`src/rtl/mul_scheduler.sv`:
```
// Operand FIFO plus issue/collect FSM for the 8-step shift-add multiplier.
// Optional macro MUL_SCHED_TIMEOUT_EN adds a WAIT watchdog that sets the sticky err flag.
module mul_scheduler #(
  parameter int DEPTH   = 4,
  parameter int TIMEOUT = 16
) (
  input  logic        clk,
  input  logic        rst,
  input  logic [7:0]  op_a,
  input  logic [7:0]  op_b,
  input  logic        op_vld,
  output logic        op_rdy,
  output logic [7:0]  mul_a,
  output logic [7:0]  mul_b,
  output logic        mul_vld,
  input  logic [15:0] mul_res,
  input  logic        mul_res_rdy,
  output logic [15:0] out_res,
  output logic        out_vld,
  input  logic        out_rdy,
  output logic        err
);

  localparam int PTR_W = $clog2(DEPTH);
  localparam int CNT_W = $clog2(DEPTH + 1);
  localparam logic [CNT_W-1:0] DEPTH_C = CNT_W'(DEPTH);

  if (DEPTH < 2 || (DEPTH & (DEPTH - 1)) != 0 || TIMEOUT < 1) begin : g_param_check
    $error("mul_scheduler: DEPTH must be a power of 2 >= 2 and TIMEOUT >= 1");
  end

  typedef enum logic [1:0] {IDLE, ISSUE, WAIT, DONE} state_t;

  logic [15:0]      mem_q [DEPTH];
  logic [PTR_W-1:0] wr_ptr_q, wr_ptr_d, rd_ptr_q, rd_ptr_d;
  logic [CNT_W-1:0] count_q, count_d;
  state_t           state_q, state_d;
  logic [7:0]       mul_a_q, mul_a_d, mul_b_q, mul_b_d;
  logic             mul_vld_q, mul_vld_d;
  logic [15:0]      out_res_q, out_res_d;
  logic             out_vld_q, out_vld_d;
  logic             push, pop;

`ifdef MUL_SCHED_TIMEOUT_EN
  localparam int TMO_W = $clog2(TIMEOUT + 1);
  logic [TMO_W-1:0] tmo_q, tmo_d;
  logic             err_q, err_d;
`endif

  // Full blocks the push even when the FSM pops in the same cycle.
  assign op_rdy = !rst && (count_q < DEPTH_C);
  assign push   = op_vld && op_rdy;
  assign pop    = (state_q == IDLE) && (count_q != '0);

  always_comb begin
    wr_ptr_d  = push ? wr_ptr_q + PTR_W'(1) : wr_ptr_q;
    rd_ptr_d  = pop  ? rd_ptr_q + PTR_W'(1) : rd_ptr_q;
    count_d   = count_q;
    if (push && !pop)      count_d = count_q + CNT_W'(1);
    else if (!push && pop) count_d = count_q - CNT_W'(1);

    state_d   = state_q;
    mul_a_d   = mul_a_q;
    mul_b_d   = mul_b_q;
    mul_vld_d = 1'b0;
    out_res_d = out_res_q;
    out_vld_d = out_vld_q;
`ifdef MUL_SCHED_TIMEOUT_EN
    tmo_d     = tmo_q;
    err_d     = err_q;
`endif

    case (state_q)
      IDLE: begin
        if (pop) begin
          {mul_a_d, mul_b_d} = mem_q[rd_ptr_q];
          mul_vld_d          = 1'b1;
          state_d            = ISSUE;
        end
      end
      ISSUE: begin
        // mul_res_rdy is still high from the multiplier's idle state here.
        state_d = WAIT;
`ifdef MUL_SCHED_TIMEOUT_EN
        tmo_d   = '0;
`endif
      end
      WAIT: begin
        if (mul_res_rdy) begin
          out_res_d = mul_res;
          out_vld_d = 1'b1;
          state_d   = DONE;
        end
`ifdef MUL_SCHED_TIMEOUT_EN
        else if (tmo_q == TMO_W'(TIMEOUT - 1)) begin
          err_d   = 1'b1;
          state_d = IDLE;
        end else begin
          tmo_d = tmo_q + TMO_W'(1);
        end
`endif
      end
      DONE: begin
        if (out_vld_q && out_rdy) begin
          out_vld_d = 1'b0;
          state_d   = IDLE;
        end
      end
      default: state_d = IDLE;
    endcase
  end

  always_ff @(posedge clk) begin
    if (rst) begin
      wr_ptr_q  <= '0;
      rd_ptr_q  <= '0;
      count_q   <= '0;
      state_q   <= IDLE;
      mul_a_q   <= '0;
      mul_b_q   <= '0;
      mul_vld_q <= 1'b0;
      out_res_q <= '0;
      out_vld_q <= 1'b0;
`ifdef MUL_SCHED_TIMEOUT_EN
      tmo_q     <= '0;
      err_q     <= 1'b0;
`endif
    end else begin
      wr_ptr_q  <= wr_ptr_d;
      rd_ptr_q  <= rd_ptr_d;
      count_q   <= count_d;
      state_q   <= state_d;
      mul_a_q   <= mul_a_d;
      mul_b_q   <= mul_b_d;
      mul_vld_q <= mul_vld_d;
      out_res_q <= out_res_d;
      out_vld_q <= out_vld_d;
`ifdef MUL_SCHED_TIMEOUT_EN
      tmo_q     <= tmo_d;
      err_q     <= err_d;
`endif
    end
  end

  always_ff @(posedge clk) begin
    if (push) mem_q[wr_ptr_q] <= {op_a, op_b};
  end

  assign mul_a   = mul_a_q;
  assign mul_b   = mul_b_q;
  assign mul_vld = mul_vld_q;
  assign out_res = out_res_q;
  assign out_vld = out_vld_q;
`ifdef MUL_SCHED_TIMEOUT_EN
  assign err     = err_q;
`else
  assign err     = 1'b0;
`endif

endmodule

```
`config.mk`:
```
export PLATFORM = sky130hd
export DESIGN_NAME = mul_scheduler
export DESIGN_NICKNAME = d
export VERILOG_FILES = /design/src/rtl/mul_scheduler.sv
export SDC_FILE = /design/constraint.sdc
export NUM_CORES = 1
export LEC_CHECK = 0
export BUFFER_PORTS_ARGS = -buffer_cell sky130_fd_sc_hd__buf_2
export CORE_MARGIN = 2
export CORE_UTILIZATION = 40
export CTS_BUF_LIST = sky130_fd_sc_hd__clkbuf_4
export DETAILED_ROUTE_END_ITERATION = 8
export GPL_ROUTABILITY_DRIVEN = 0
export GPL_TIMING_DRIVEN = 0
export PLACE_DENSITY = 0.68
export SYNTH_ARGS = -nofsm -noshare
export SYNTH_HDL_FRONTEND = slang
export SYNTH_SLANG_ARGS = --single-unit
export TNS_END_PERCENT = 100
```
`constraint.sdc`:
```
create_clock -name clk -period 3.4 [get_ports clk]
set_clock_uncertainty 0.05 [all_clocks]
set_input_delay 0.51 -clock clk [delete_from_list [all_inputs] [get_ports clk]]
set_output_delay 0.51 -clock clk [all_outputs]
set_load 0.05 [all_outputs]
```
==> qor.yml <==
max_freq_mhz: 429
crit_type: "reg2reg"
initial_utilization_pct: 41.2
antenna_found_initial: 0
io_buffer_count: 70
die_area_sq_um: 10900
grt_max_degree: 20
grt_pass1_vias: 2308
maxSlewViolCount: 0
worst_ir_drop_vdd_mv: 0.291
fin_ws_ns: 1.07
yosysUniqueCellTypes: 38
cts_setup_buffers: 0
cts-root-buf: "clkbuf_4"
clkSinkCount: 107
dp_slack_ns: 0.809
drt-total-wl_um: 7090
numCtsBuffers: 9
timing.rr.end: "count_q[2]"
clockBufferDepth: 2
p_switching_uw: 1260
diodes: 0
p_int_uw: 2170
synth_nets: 305
synth-main-ff-cell: "edfxtp_1"
cp_cell_sequence: "nor3b_2 > ha_1 > inv_1 > fa_1 > xor2_1 > or3_1 > a21oi_1"
startpoint_type: "flop"
clk_transition_reported_paths_ns: 0.17
post-route-min-period_ns: 2.33
via_per_inst: 4.88
grt_use_total_pct: 13.5
htree_levels: 3
hold_buffers: 0
die_x_um: 105
setup_violations: 0
cp-startpoint: "count_q[2]"
slowest_delay_ns: 0.48
timing.setup.tns_ns: 0
end_kind: "flop"
yosysSeqAreaShare_pct: 68.7
seq_power_share_pct: 47.9
synth_edf_count: 64
r2r-start: "count_q[2]"
power.total_uw: 3440
area_growth_pct: 16.1
dp_hpwl_um: 4830
worst_ep_arrival_time_ns: 2.66
reg2reg_slack_ns: 1.07
min_to: "mem_q[2][10]"
synth_seq_cells: 107
ant_nets: 0
dieHeight_um: 105
status: "finished, final reports clean"
hold_path_class: "in2reg"
async_reset_ff_share_pct: 0
rows: 36
drt_iter0_markers: 128
tightestPinTransition_ns: 0.840
worstPathRequired_ns: 3.73
power_density_nw_per_um2: 731
cts-resized-gates: 0
drc: 0
grt_overflow: 0
min_period_over_period_pct: 68.5
p_clk_share_pct: 17.4
first_pass_iters: 4
reg2reg_depth: 7
fin_nets: 386
holdPathStages: 1
cts_tree: "yes"
rsz0062_at_grt: "no"
power.share.combinational_pct: 34.7
drive_above_1_share_pct: 34.2
synth_area_sq_um: 4050
fp.coreArea_sq_um: 9820
yosys_warnings: 0
cp_slowest_cell: "nor3b_2"
min_from: "op_a[2]"
grt_pass1_wl_um: 11400
final_common_cell: "buf_2"
netlist_instances: 259
cp_max_fo: 8
p_leak_uw: 0.00179
num_vias: 2333
switching_share_pct: 36.8
maxCapViolations: 0
io_pins: 73
postSynthAreaPerCell_sq_um: 15.6
hold_viol: 0
post_drt_wl_per_cell_um: 14.8
final_cell_mix: "buf_2 (73), edfxtp_1 (64), dfxtp_1 (43)"
clk_latency_ns: 0.44
relSlewSlack_pct: 44.0
## power groups by stage
stage               Combinational (uW)  Sequential [uW]  Clock (uW)
floorplan                          600             2010           0
global route                      1280             1670         674
global placement                  1180             1670           0
finish                            1190             1650         597
detailed placement                1210             1680           0
CTS                               1210             1650         619
## synthesized netlist by cell type (2+ instances only)
cell type,count,area share [%]
a21oi_1,17,2.1
a22o_1,10,2.2
a22o_2,6,1.5
and2_1,5,0.77
buf_1,2,0.19
buf_12,2,0.99
buf_2,3,0.37
buf_4,2,0.37
clkbuf_1,3,0.28
dfxtp_1,43,21
edfxtp_1,64,47
ha_1,8,2.5
inv_1,7,0.65
mux2i_1,2,0.49
mux4_1,4,2.6
mux4_2,12,6.7
nand2_1,39,3.6
nor2_1,7,0.65
xor2_1,4,0.87
## cells by family after synthesis
logic type	count (synthesis)	synth area share (%)
flip-flops	107	68.7
other	1	0.0926
adder cells (fa/ha/maj)	9	2.97
AO/OA/AOI/OAI	41	7.73
XOR/XNOR	5	1.08
AND/OR/NAND/NOR	57	6.15
buffers and inverters	21	3.49
multiplexers	18	9.77
## how the worst max path moves through the flow
| stage | endpoint | slack [ns] |
|---|---|---|
| 3_5_place_dp | count_q[2] | 0.81 |
| 6_report | count_q[2] | 1.07 |
| 4_1_cts | count_q[2] | 1.06 |
| 5_1_grt | count_q[2] | 0.94 |
| 3_3_place_gp | count_q[2] | 0.88 |
| 2_1_floorplan | count_q[2] | 1.05 |
## metal layers
metal | GRT usage [%] | wire length, um | vias up
li1 | - | - | 1118
met2 | 23.7 | 3610 | 59
met3 | 3.93 | 335 | 7
met5 | 0 | 0 | -
met1 | 16.3 | 3070 | 1149
met4 | 4.00 | 73 | 0
## registers in the layout (all words and copies together), names as in the netlist
| register | count |
|---|---|
| rd_ptr_q | 2 |
| out_res | 16 |
| mem_q | 64 |
| wr_ptr_q | 2 |
| mul_b | 8 |
| mul_vld | 1 |
| mul_a | 8 |
| count_q | 3 |
| state_q | 2 |
| out_vld | 1 |
## stage by stage
stage / instance area (sq um) / utilization [%] / hold slack, ns / instances
final: 4700 / 47.9 / 0.225 / 478
after global routing: 4700 / 47.9 / 0.183 / 478
after CTS: 4700 / 47.9 / 0.198 / 478
after floorplan: 4050 / - / 0.418 / 259
after global placement: 4570 / 46.5 / 0.389 / 462
after detailed placement: 4570 / 46.5 / 0.398 / 462
## critical path, delay by kind of cell (launching register included)
family          cells  cell delay (ns)
flops               1             0.43
xor+xnor            1             0.18
compound gates      1             0.13
fa+ha+maj           2             0.64
simple gates        2             0.78
buf+inv             1             0.06
## cell type report
class | count | area, sq um
Timing Repair Buffer | 70 | 350
Buffer | 14 | 115
Fill cell | 892 | 5120
Clock buffer | 10 | 75.1
Tap cell | 133 | 166
Inverter | 7 | 26.3
Clock inverter | 6 | 61.3
Multi-Input combinational cell | 131 | 1120
Sequential cell | 107 | 2780
No activity file was read; power rests on OpenSTA's default activity.
